File: src/rtl/disp_pkg.sv
// Shared definitions for the BCD display driver.
//   - FSM state encoding for the binary-to-BCD converter
//   - active-low seven-segment glyph constants (seg[0]=a .. seg[6]=g)
//   - digit codes 10/11 used for the dash and blank glyphs
//   - conversion constants and the double-dabble nibble adjust helper
package disp_pkg;

  typedef enum logic [1:0] {
    ST_IDLE   = 2'd0,
    ST_SHIFT  = 2'd1,
    ST_COMMIT = 2'd2
  } state_t;

  localparam int VALUE_W     = 10;
  localparam int MAX_DISPLAY = 999;
  localparam int CONV_CYCLES = 10;

  localparam logic [6:0] GLYPH_0     = 7'b1000000;
  localparam logic [6:0] GLYPH_1     = 7'b1111001;
  localparam logic [6:0] GLYPH_2     = 7'b0100100;
  localparam logic [6:0] GLYPH_3     = 7'b0110000;
  localparam logic [6:0] GLYPH_4     = 7'b0011001;
  localparam logic [6:0] GLYPH_5     = 7'b0010010;
  localparam logic [6:0] GLYPH_6     = 7'b0000010;
  localparam logic [6:0] GLYPH_7     = 7'b1111000;
  localparam logic [6:0] GLYPH_8     = 7'b0000000;
  localparam logic [6:0] GLYPH_9     = 7'b0010000;
  localparam logic [6:0] GLYPH_DASH  = 7'b0111111;
  localparam logic [6:0] GLYPH_BLANK = 7'b1111111;

  localparam logic [3:0] CODE_DASH  = 4'd10;
  localparam logic [3:0] CODE_BLANK = 4'd11;

  // Add 3 to every BCD nibble that is 5 or more, so the following left
  // shift carries correctly into the next decimal digit.
  function automatic logic [11:0] dabble_adjust(input logic [11:0] s);
    logic [11:0] r;
    r = s;
    for (int i = 0; i < 3; i++) begin
      if (s[i*4 +: 4] >= 4'd5) r[i*4 +: 4] = s[i*4 +: 4] + 4'd3;
    end
    return r;
  endfunction

endpackage

File: src/rtl/seg_decoder.sv
// Combinational digit-code to seven-segment glyph decoder.
//   code : 4-bit digit code, 0..9 decimal, 10 = dash, 11 = blank
//   seg  : active-low segments, seg[0]=a .. seg[6]=g
// Codes above 11 decode to blank.
module seg_decoder
  import disp_pkg::*;
(
  input  logic [3:0] code,
  output logic [6:0] seg
);

  always_comb begin
    seg = GLYPH_BLANK;
    case (code)
      4'd0:       seg = GLYPH_0;
      4'd1:       seg = GLYPH_1;
      4'd2:       seg = GLYPH_2;
      4'd3:       seg = GLYPH_3;
      4'd4:       seg = GLYPH_4;
      4'd5:       seg = GLYPH_5;
      4'd6:       seg = GLYPH_6;
      4'd7:       seg = GLYPH_7;
      4'd8:       seg = GLYPH_8;
      4'd9:       seg = GLYPH_9;
      CODE_DASH:  seg = GLYPH_DASH;
      default:    seg = GLYPH_BLANK;
    endcase
  end

endmodule

File: src/rtl/bcd_display_driver.sv
// Three-digit seven-segment display driver with binary-to-BCD conversion.
// A value_valid strobe starts a 10-cycle double-dabble conversion; the
// result is committed to the three display digit registers in one cycle,
// so the display never shows a partial result. Values above 999 show
// three dashes. The display side is registered: an/seg follow digit by
// one cycle.
//
// Ports:
//   clk         : system clock, rising edge
//   reset       : synchronous, active-high
//   digit[1:0]  : digit being scanned (0 ones, 1 tens, 2 hundreds, 3 none)
//   value[9:0]  : unsigned binary value to display
//   value_valid : single-cycle conversion request (ignored while busy)
//   busy        : conversion in progress (SHIFT and COMMIT)
//   done        : single-cycle pulse when new digits are committed
//   an[3:0]     : active-low anode enables
//   seg[6:0]    : active-low segments, seg[0]=a .. seg[6]=g
//
// Build option: define LEADING_ZERO_BLANK_EN to blank leading zeros in
// the hundreds and tens positions (the ones digit and dashes are never
// blanked).
module bcd_display_driver
  import disp_pkg::*;
(
  input  logic       clk,
  input  logic       reset,
  input  logic [1:0] digit,
  input  logic [9:0] value,
  input  logic       value_valid,
  output logic       busy,
  output logic       done,
  output logic [3:0] an,
  output logic [6:0] seg
);

  state_t state, state_next;

  logic [3:0]         shift_cnt;
  logic [VALUE_W-1:0] shift_reg;
  logic [11:0]        scratch;
  logic               ovf;

  logic [3:0] dig_ones, dig_tens, dig_hund;

  logic [3:0] code_sel;
  logic [3:0] an_next;
  logic [6:0] seg_next;

  // Control FSM
  always_ff @(posedge clk) begin
    if (reset) state <= ST_IDLE;
    else       state <= state_next;
  end

  always_comb begin
    state_next = state;
    busy       = 1'b0;
    done       = 1'b0;
    case (state)
      ST_IDLE: begin
        if (value_valid) state_next = ST_SHIFT;
      end
      ST_SHIFT: begin
        busy = 1'b1;
        if (shift_cnt == 4'(CONV_CYCLES - 1)) state_next = ST_COMMIT;
      end
      ST_COMMIT: begin
        busy = 1'b1;
        // A reset landing on the commit cycle abandons it, pulse included.
        done       = ~reset;
        state_next = ST_IDLE;
      end
      default: state_next = ST_IDLE;
    endcase
  end

  // Conversion datapath: capture, then one double-dabble step per cycle
  always_ff @(posedge clk) begin
    case (state)
      ST_IDLE: begin
        if (value_valid) begin
          shift_reg <= value;
          scratch   <= '0;
          shift_cnt <= '0;
          ovf       <= (value > VALUE_W'(MAX_DISPLAY));
        end
      end
      ST_SHIFT: begin
        {scratch, shift_reg} <= {dabble_adjust(scratch), shift_reg} << 1;
        shift_cnt            <= shift_cnt + 4'd1;
      end
      default: ;
    endcase
  end

  // Commit stage: all three digits update together
  always_ff @(posedge clk) begin
    if (reset) begin
      dig_ones <= '0;
      dig_tens <= '0;
      dig_hund <= '0;
    end else if (state == ST_COMMIT) begin
      if (ovf) begin
        dig_ones <= CODE_DASH;
        dig_tens <= CODE_DASH;
        dig_hund <= CODE_DASH;
      end else begin
        dig_ones <= scratch[3:0];
        dig_tens <= scratch[7:4];
        dig_hund <= scratch[11:8];
      end
    end
  end

  // Digit select; dash codes are nonzero so blanking never hides them
  always_comb begin
    code_sel = CODE_BLANK;
    an_next  = 4'b1111;
    case (digit)
      2'd0: begin
        code_sel = dig_ones;
        an_next  = 4'b1110;
      end
      2'd1: begin
        code_sel = dig_tens;
        an_next  = 4'b1101;
`ifdef LEADING_ZERO_BLANK_EN
        if (dig_hund == 4'd0 && dig_tens == 4'd0) code_sel = CODE_BLANK;
`endif
      end
      2'd2: begin
        code_sel = dig_hund;
        an_next  = 4'b1011;
`ifdef LEADING_ZERO_BLANK_EN
        if (dig_hund == 4'd0) code_sel = CODE_BLANK;
`endif
      end
      default: begin
        code_sel = CODE_BLANK;
        an_next  = 4'b1111;
      end
    endcase
  end

  seg_decoder u_seg_decoder (
    .code (code_sel),
    .seg  (seg_next)
  );

  // Output register stage
  always_ff @(posedge clk) begin
    if (reset) begin
      an  <= 4'b1111;
      seg <= GLYPH_BLANK;
    end else begin
      an  <= an_next;
      seg <= seg_next;
    end
  end

endmodule

File: config.mk
export PLATFORM = sky130hd
export DESIGN_NAME = bcd_display_driver
export DESIGN_NICKNAME = d
export VERILOG_FILES = /design/src/rtl/disp_pkg.sv /design/src/rtl/seg_decoder.sv /design/src/rtl/bcd_display_driver.sv
export SDC_FILE = /design/constraint.sdc
export NUM_CORES = 1
export LEC_CHECK = 0
export CORE_ASPECT_RATIO = 2
export CORE_MARGIN = 10
export CORE_UTILIZATION = 50
export CTS_CLUSTER_DIAMETER = 150
export DETAILED_ROUTE_END_ITERATION = 6
export PLACE_DENSITY = 0.73
export REMOVE_ABC_BUFFERS = 1
export SLEW_MARGIN = 20
export SYNTH_ARGS = -nofsm -noshare
export SYNTH_HDL_FRONTEND = slang
export SYNTH_SLANG_ARGS = --single-unit
File: constraint.sdc
create_clock -name clk -period 3.9 [get_ports clk]
set_clock_uncertainty 0.1 [all_clocks]
set_input_delay 0.585 -clock clk [delete_from_list [all_inputs] [get_ports clk]]
set_output_delay 0.585 -clock clk [all_outputs]
set_load 0.03 [all_outputs]
==> flow_metrics.env <==
export IMPL_slew_headroom_pct=65.1
export IMPL_dp_hpwl_um=3280
export IMPL_synth_edf_count=27
export IMPL_min_path_type="register to register"
export IMPL_areaGrowthSynthToFinish_pct=16.7
export IMPL_status="completed"
export IMPL_root_buffer="clkbuf_8"
export IMPL_routed_wirelength_um=4480
export IMPL_critPathRequiredTime_ps=3210
export IMPL_criticalPathCategory="input pin to output pin"
export IMPL_syn_inst=230
export IMPL_tightest_slew_ps=523
export IMPL_power_mw=1.45
export IMPL_setup_ws_ps=1210
export IMPL_crit_buf_inv=3
export IMPL_grt_pass1_wl_um=7910
export IMPL_synthArstFlopShare_pct=0
export IMPL_synth_area_mm2=0.00247
export IMPL_worstPathCellList="clkdlybuf4s50_1 > buf_4 > nor2b_1 > clkdlybuf4s50_1"
export IMPL_fin_crit_sh_pct=69.0
export IMPL_drt_pass1_iter_count=4
export IMPL_cts_repair_resized=0
export IMPL_setup_tns_ps=0
export IMPL_final_cell_mix="nor2_1 (29), edfxtp_1 (27), clkdlybuf4s50_1 (26), dfxtp_1 (24), ha_1 (14)"
export IMPL_cellLeakagePower_nw=1.09
export IMPL_ant_nets=0
export IMPL_ioPinCount=28
export IMPL_start_util_pct=51.2
export IMPL_htree_levels=2
export IMPL_vias_per_cell=5.38
export IMPL_clk_pin_slew_ps=90
export IMPL_post_cts_buffers=0
export IMPL_numCtsBuffers=5
export IMPL_final_common_cell="nor2_1"
export IMPL_layout_nets=285
export IMPL_yosysSeqAreaShare_pct=52.3
export IMPL_crit_path_top_delay_cell="clkdlybuf4s50_1"
export IMPL_cp_top_family="buffers and inverters"
export IMPL_crit_path_max_incr_delay_ps=670
export IMPL_crit_fanout=26
export IMPL_io_buffers=26
export IMPL_numClockSinks=51
export IMPL_routedWlPerCell_um=14.3
export IMPL_synth_warnings=0
export IMPL_rsz0062_at_grt="no"
export IMPL_die_h_um=119
export IMPL_dieArea_mm2=0.00832
export IMPL_detailedPlace_worstSlack_ps=1160
export IMPL_clkLatencyLatePin_ps=310
export IMPL_drtIter0Drc=84
export IMPL_max_cap_violations=0
export IMPL_grt_pass1_vias=1782
export IMPL_ys_seq_elements=51
export IMPL_peakVddDrop_mv=0.403
export IMPL_core_area_mm2=0.00482
export IMPL_placedCellCount=306
export IMPL_finalNonFillerCells=314
export IMPL_p_per_area_mw_per_mm2=504
export IMPL_cts_tree="done"
export IMPL_num_vias=1689
export IMPL_drive_gt1_share_pct=12.5
export IMPL_n_antenna_cell=0
export IMPL_post_route_min_period_ps=2690
export IMPL_finalHoldViolations=0
export IMPL_synth_ff_type="edfxtp_1"
export IMPL_arrival_ps=2000
export IMPL_drcViolationCount=0
export IMPL_synth_cell_types=42
export IMPL_rows=36
export IMPL_endpoint_kind="output pin"
export IMPL_clk_path_buf_depth=2
export IMPL_grt_max_degree=27
export IMPL_start_kind="input pin"
export IMPL_final_max_slew_violation_count=0
export IMPL_r2r_setup_slack_ps=1660
export IMPL_fmax_mhz=372
export IMPL_grt_overflow=0
export IMPL_place_congestion=0.746
export IMPL_die_w_um=69.7
export IMPL_ctsHoldBuffers=0
export IMPL_largest_reg_flops=12
export IMPL_grt_total_usage_pct=11.5
export IMPL_cpMostUsedCell="clkdlybuf4s50_1"
export IMPL_setup_viol=0
export IMPL_antenna_found_initial=0
export IMPL_syn_area_per_cell_um2=10.7
-- layout make-up --
cell class | count | area, um^2
Clock buffer | 8 | 101
Fill cell | 416 | 1940
Inverter | 13 | 53.8
Multi-Input combinational cell | 155 | 1070
Sequential cell | 51 | 1290
Tap cell | 57 | 71.3
Timing Repair Buffer | 30 | 290
-- per-stage QoR --
stage	hold WS, ps	utilization (%)	area, um^2
6_report	372	59.8	2880
4_1_cts	376	59.8	2880
3_5_place_dp	361	57.7	2780
3_3_place_gp	357	57.7	2780
5_1_grt	396	59.8	2880
2_1_floorplan	337	-	2410
-- cell families after synthesis --
| logic type | after synthesis | synth area share [%] |
|---|---|---|
| flops | 51 | 52.3 |
| compound gates | 46 | 12.5 |
| fa+ha+maj | 14 | 7.10 |
| buf+inv | 24 | 4.36 |
| mux | 13 | 6.03 |
| simple gates | 73 | 14.7 |
| xor+xnor | 8 | 2.84 |
| other cells | 1 | 0.152 |
-- power by group --
group          internal (mW)  switching, mW
registers              0.674         0.0591
logic                  0.172          0.211
clock network          0.165          0.170
-- synth_stat cells, types with 5 or more instances --
| library cell | instances | area share, % |
|---|---|---|
| xnor2_1 | 7 | 2.5 |
| nor2_1 | 29 | 4.4 |
| mux2_2 | 11 | 5.0 |
| edfxtp_1 | 27 | 33 |
| a21o_1 | 5 | 1.5 |
| nand2_1 | 9 | 1.4 |
| o21ai_0 | 6 | 1.2 |
| dfxtp_1 | 24 | 19 |
| clkbuf_1 | 8 | 1.2 |
| a21oi_1 | 13 | 2.6 |
| nand3b_1 | 5 | 1.5 |
| ha_1 | 14 | 7.1 |
| nand2b_1 | 9 | 2.3 |
| inv_1 | 11 | 1.7 |
| a211oi_1 | 11 | 3.3 |
-- tightest hold or removal path, cell delays in order (launching register included) --
cell	delay [ps]
dfxtp_1	320
nand2b_1	60
a21oi_1	50
-- layer usage --
layer | routed length [um] | up-vias | track usage [%]
met1 | 1740 | 788 | 11.1
met2 | 2380 | 36 | 20.7
met4 | 115 | 0 | 6.70
met5 | 0 | - | 0
met3 | 252 | 8 | 3.66
li1 | - | 857 | -
-- final timing paths --
check | start | endpoint | cells past startpoint
hold reg to reg | dig_tens[0] | dig_tens[0] | 2
setup reg to reg | state[1] | scratch[4] | 6
hold / removal | dig_tens[0] | dig_tens[0] | 2
setup / recovery | reset | done | 4
(Power assumes the default switching activity.)
